==> config.mk <==
export PLATFORM = sky130hd
export DESIGN_NAME = ring_buffer_reader
export DESIGN_NICKNAME = d
export VERILOG_FILES = /design/src/rtl/ring_buffer_pkg.sv /design/src/rtl/ring_reader_obuf.sv /design/src/rtl/ring_buffer_reader.sv
export SDC_FILE = /design/constraint.sdc
export NUM_CORES = 1
export LEC_CHECK = 0
export CAP_MARGIN = 5
export CORE_MARGIN = 5
export CORE_UTILIZATION = 49
export DETAILED_ROUTE_END_ITERATION = 16
export PLACE_DENSITY = 0.8
export SYNTH_ARGS = -nofsm -noshare
export SYNTH_HDL_FRONTEND = slang
export SYNTH_SLANG_ARGS = --single-unit
==> constraint.sdc <==
create_clock -name clk -period 2.55 [get_ports clk]
set_input_delay 0.3825 -clock clk [delete_from_list [all_inputs] [get_ports clk]]
set_output_delay 0.3825 -clock clk [all_outputs]
set_load 0.1 [all_outputs]
==> src/rtl/ring_buffer_pkg.sv <==
// Shared constants, pointer types and pointer arithmetic helpers for the ring buffer consumer.
// Pointers carry one extra wrap bit above the RAM address so that full and empty can be told apart.
package ring_buffer_pkg;

    localparam int DATA_WIDTH_DEF = 32;
    localparam int ADR_WIDTH_DEF  = 8;
    localparam int PTR_WORD_WIDTH = 32;

    typedef logic [ADR_WIDTH_DEF:0]    ptr_t;
    typedef logic [PTR_WORD_WIDTH-1:0] ptr_word_t;

    // Callers zero-extend narrower pointers to ptr_word_t so one helper serves every ADR_WIDTH.
    function automatic logic ptr_empty(input ptr_word_t a, input ptr_word_t b);
        return a == b;
    endfunction

    function automatic ptr_word_t ptr_count(input ptr_word_t a, input ptr_word_t b,
                                            input int adr_width);
        ptr_word_t mask;
        mask = (ptr_word_t'(1) << (adr_width + 1)) - ptr_word_t'(1);
        return (a - b) & mask;
    endfunction

endpackage

==> src/rtl/ring_reader_obuf.sv <==
// Two-entry output FIFO that absorbs the RAM read latency; the head entry is held in a register.
module ring_reader_obuf
    import ring_buffer_pkg::*;
#(
    parameter int DATA_WIDTH = DATA_WIDTH_DEF
) (
    input  logic                  clk,
    input  logic                  rst_n,
    input  logic                  push,
    input  logic [DATA_WIDTH-1:0] push_data,
    input  logic                  pop,
    output logic [DATA_WIDTH-1:0] head_data,
    output logic [1:0]            occ
);

    logic [DATA_WIDTH-1:0] second;

    // NOTE: two data registers are cheap enough to reset, which keeps out_data at 0 after reset.
    always_ff @(posedge clk or negedge rst_n) begin
        if (!rst_n) begin
            head_data <= '0;
            second    <= '0;
            occ       <= 2'd0;
        end else begin
            // NOTE: non-blocking assignments let every branch read the pre-edge occupancy.
            unique case ({push, pop})
                2'b10: begin
                    if (occ == 2'd0) head_data <= push_data;
                    else             second    <= push_data;
                    occ <= occ + 2'd1;
                end
                2'b01: begin
                    head_data <= second;
                    occ       <= occ - 2'd1;
                end
                2'b11: begin
                    // Capture and drain together: occupancy holds, the queue shifts by one.
                    if (occ == 2'd2) begin
                        head_data <= second;
                        second    <= push_data;
                    end else begin
                        head_data <= push_data;
                    end
                end
                default: ;
            endcase
        end
    end

endmodule

==> src/rtl/ring_buffer_reader.sv <==
// Consumer engine for a RAM-backed ring: issues reads, buffers the 1-cycle RAM latency,
// presents a valid/ready stream and returns the tail pointer to the producer.
module ring_buffer_reader
    import ring_buffer_pkg::*;
#(
    parameter int DATA_WIDTH = DATA_WIDTH_DEF,
    parameter int ADR_WIDTH  = ADR_WIDTH_DEF
) (
    input  logic                  clk,
    input  logic                  rst_n,
    input  logic                  en,
    input  logic [ADR_WIDTH:0]    head_ptr,
    output logic [ADR_WIDTH:0]    tail_ptr,
    output logic [ADR_WIDTH-1:0]  ram_rd_addr,
    input  logic [DATA_WIDTH-1:0] ram_q,
    output logic [DATA_WIDTH-1:0] out_data,
    output logic                  out_valid,
    input  logic                  out_ready
);

    typedef logic [ADR_WIDTH:0] ring_ptr_t;

    ring_ptr_t  iss_ptr;
    logic       inflight;
    logic [1:0] occ;
    logic [2:0] committed;
    logic       pop;
    logic       issue;

    assign pop       = out_valid & out_ready;
    // Slots that will be taken after this edge: buffered plus in flight, less what drains now.
    assign committed = 3'(occ) + 3'(inflight) - 3'(pop);
    assign issue     = en
                     & ~ptr_empty(ptr_word_t'(iss_ptr), ptr_word_t'(head_ptr))
                     & (committed < 3'd2);

    assign ram_rd_addr = iss_ptr[ADR_WIDTH-1:0];
    assign out_valid   = (occ != 2'd0);

    always_ff @(posedge clk or negedge rst_n) begin
        if (!rst_n) begin
            iss_ptr  <= '0;
            tail_ptr <= '0;
            inflight <= 1'b0;
        end else begin
            if (issue) iss_ptr <= iss_ptr + ring_ptr_t'(1);
            if (pop)   tail_ptr <= tail_ptr + ring_ptr_t'(1);
            inflight <= issue;
        end
    end

    ring_reader_obuf #(
        .DATA_WIDTH (DATA_WIDTH)
    ) u_obuf (
        .clk       (clk),
        .rst_n     (rst_n),
        .push      (inflight),
        .push_data (ram_q),
        .pop       (pop),
        .head_data (out_data),
        .occ       (occ)
    );

endmodule
==> flow_summary.rst <==
.. list-table::
   :header-rows: 1

   * - Metric
     - Value
   * - CTS clk-pin slew, worst paths
     - 0.08 ns
   * - Initial Utilization
     - 0.506
   * - Net Count, Synth
     - between 300 and 400
   * - Type of element capturing the critical path
     - flop
   * - Fraction of final layout cells with drive strength greater than 1
     - 0.297
   * - Count of endpoints failing setup in the final report
     - 0
   * - Register-to-register setup slack
     - 0.07 ns
   * - Remaining antenna violation count
     - 0
   * - Number of top-level design ports
     - 95
   * - Startpoint of the lowest-slack register-to-register path
     - u_obuf.occ[0]
   * - Status
     - completed
   * - Largest net degree at the start of global routing
     - 36
   * - Wire length of the first global-routing pass
     - 14.1 mm
   * - Library cell occupying the most area in the post-synthesis netlist
     - dfrtp_1
   * - Overall routing resource usage
     - 0.184
   * - Instance area after placement
     - 4590 sq um
   * - First-pass iteration count of the detailed router
     - 4
   * - Layout Skew
     - 0.00979 ns
   * - Worst flop-to-flop path endpoint
     - iss_ptr[4]
   * - CTS max path bufs
     - 2
   * - Path type of the worst setup path
     - in -> reg
   * - Hold Path End
     - tail_ptr[8]
   * - TritonCTS Sinks
     - 85
   * - Number of nets in the final layout
     - 457
   * - Most frequent cell after synthesis
     - dfrtp_1
   * - Area of the core
     - 7290 sq um
   * - Number of remaining DRC errors
     - 0
   * - Combined area of all synthesized cells
     - roughly 3700 sq um
   * - Via count of the first global-routing pass
     - around 2800
   * - Synth Flop Type
     - dfrtp_1
   * - Average instance area after synthesis
     - 11.8 sq um
   * - Initial antenna violation count
     - 0
   * - Detailed Route WL
     - 8.28 mm
   * - Final worst-path setup slack
     - approximately 0.042 ns
   * - Path class of the lowest-slack min-delay path
     - reg -> reg
   * - Most common library cells after synthesis
     - dfrtp_1 (85), nand2_1 (72), a22oi_1 (32), mux2_2 (32)
   * - Die span in x
     - 96.8 microns
   * - Number of distinct library cells after synthesis
     - 30
   * - Post-DP HPWL
     - 5.66 mm
   * - GR Overflow Total
     - 0
   * - Arrival time of the worst setup path
     - 2.74 ns
   * - DRC marker count from the first detailed-route iteration
     - 115
   * - Top cell type's share of synthesized area
     - 0.576
   * - Slew @ Worst Pin
     - 1.12 ns
   * - Core Rows
     - 31
   * - Maximum level of the CTS H-tree
     - 3
   * - Count of final hold-check violations
     - 0
   * - Fraction of the cycle the final worst path needs
     - 0.983
   * - Yosys warnings
     - 0
   * - CP required
     - 2.79 ns
   * - Sequential element share of the synthesized area
     - 0.576
   * - Post-route cell area
     - 4860 sq um
   * - Number of antenna repair diodes
     - 0
   * - Worst relative slew slack
     - 0.254
   * - Buffers added on ports
     - 94
   * - Critical path peak fanout
     - 5
   * - Final core utilization
     - 0.667
   * - Post-Synthesis Cells
     - 313
   * - Source-to-sink clock delay at the later pin of the worst-skew pair
     - between 0.3 and 0.4 ns
   * - Post-DR wirelength/cell
     - 16.1 microns
   * - Num CTS Buffers
     - 9
   * - Hold Path Stages
     - 1
   * - Share of flip-flops with an asynchronous set or reset
     - 1.00
   * - Clock tree from TritonCTS
     - built
   * - Die footprint
     - 9370 sq um
   * - Count of final max-slew check failures
     - 0
   * - Crit path launch type
     - primary input
   * - Number of synthesized flops with an enable pin
     - 0
   * - Largest cells by area after synthesis
     - dfrtp_1 (58%), mux2_2 (9.8%), nand2_1 (7.3%)
   * - Post-layout minimum cycle time
     - 2.51 ns
   * - Flops & latches, synth
     - 85
   * - Height of the die
     - 96.8 microns
   * - Fmax
     - 399 MHz
   * - Total vias in the final route
     - 2682
   * - Worst slack at placement
     - -0.266 ns
   * - Number of cell instances on the worst register-to-register path
     - 9
   * - Via-per-instance ratio
     - 5.23
   * - Root Driver
     - clkbuf_8
   * - Hold Crit Start
     - tail_ptr[8]
   * - Relative area change from synthesis to final layout
     - 31.7%
   * - Max-capacitance violation count
     - 0
   * - Gp weighted congestion
     - 0.745
-- registers in the layout (all words and copies together), names as in the netlist --
| name | count |
|---|---|
| u_obuf.head_data | 32 |
| u_obuf.second | 32 |
| iss_ptr | 9 |
| tail_ptr | 9 |
| u_obuf.occ | 2 |
| inflight | 1 |
-- stage by stage --
stage	setup TNS, ns	instances	hold WS (ns)
floorplan	0	313	0.0869
global placement	-1.37	494	0.354
detailed placement	-2.64	494	0.361
CTS	0	511	0.486
global route	-0.0790	513	0.490
finish	0	513	0.479
-- critical path, cell delays in order --
cell	delay, ns
clkdlybuf4s50_1	0.48
nand2_1	0.05
nor2_1	0.12
a21oi_1	0.08
nand2b_1	0.18
fa_1	0.39
xnor2_1	0.27
nand3_2	0.18
a31oi_2	0.31
nand4_1	0.16
xnor2_1	0.15
-- kinds of logic (layout without fill, tap and decap cells) --
family / count (synthesis) / in the layout / synth area share
flops: 85 / 85 / 0.576
buf+inv: 25 / 125 / 0.0424
simple gates: 100 / 100 / 0.118
compound gates: 39 / 40 / 0.0827
fa+ha+maj: 3 / 3 / 0.0122
xor+xnor: 27 / 27 / 0.0641
mux: 34 / 34 / 0.105
-- what timing repair did --
action                     CTS  global route
setup buffers                0             1
setup endpoints to repair    0             8
hold endpoints to repair    33             0
resized for setup            0             2
hold buffers                 1             0
-- per-layer routing --
metal / vias up / routed length (microns) / track usage
li1: 1259 / - / -
met1: 1333 / 3490 / 0.232
met2: 79 / 4150 / 0.299
met3: 11 / 523 / 0.0554
met4: 0 / 116 / 0.0691
met5: - / 0 / 0
-- worst max path at each step --
stage                  start         end  cells after the start
4_1_cts        u_obuf.occ[1]  iss_ptr[1]                      9
6_report           out_ready  iss_ptr[4]                     11
5_1_grt        u_obuf.occ[1]  iss_ptr[5]                     10
3_3_place_gp       out_ready  iss_ptr[1]                     10
3_5_place_dp       out_ready  iss_ptr[1]                     10
2_1_floorplan  u_obuf.occ[1]  iss_ptr[1]                     10
-- final cells by class --
| type | count | area [sq um] |
|---|---|---|
| fill | 581 | 2430 |
| sequential | 85 | 2130 |
| multi-input combinational | 204 | 1450 |
| timing repair buffer | 107 | 926 |
| clock buffer | 10 | 138 |
| tap | 99 | 124 |
| clock inverter | 6 | 93.8 |
| inverter | 2 | 7.51 |
-- layout by cell type (no fill, tap or decap), types with 2 or more instances in the layout --
cell type	Yosys	layout
clkdlybuf4s50_1	0	43
and3_1	4	4
a22oi_1	32	32
xnor2_1	14	14
bufinv_16	0	2
clkinv_4	0	2
mux2_2	32	32
nand2_1	72	72
xor2_1	13	13
ha_1	2	2
inv_1	2	2
dfrtp_1	85	84
clkbuf_8	0	10
nand4_1	5	5
nand2b_1	2	2
nor3_1	2	2
nor2_1	5	5
buf_4	14	62
nand3_1	5	3
a21oi_1	3	3
nand3_2	0	2
Power is left out: the tool's default activity adds up to more than one toggle a clock period on the data nets, which glitch-free logic cannot reach.
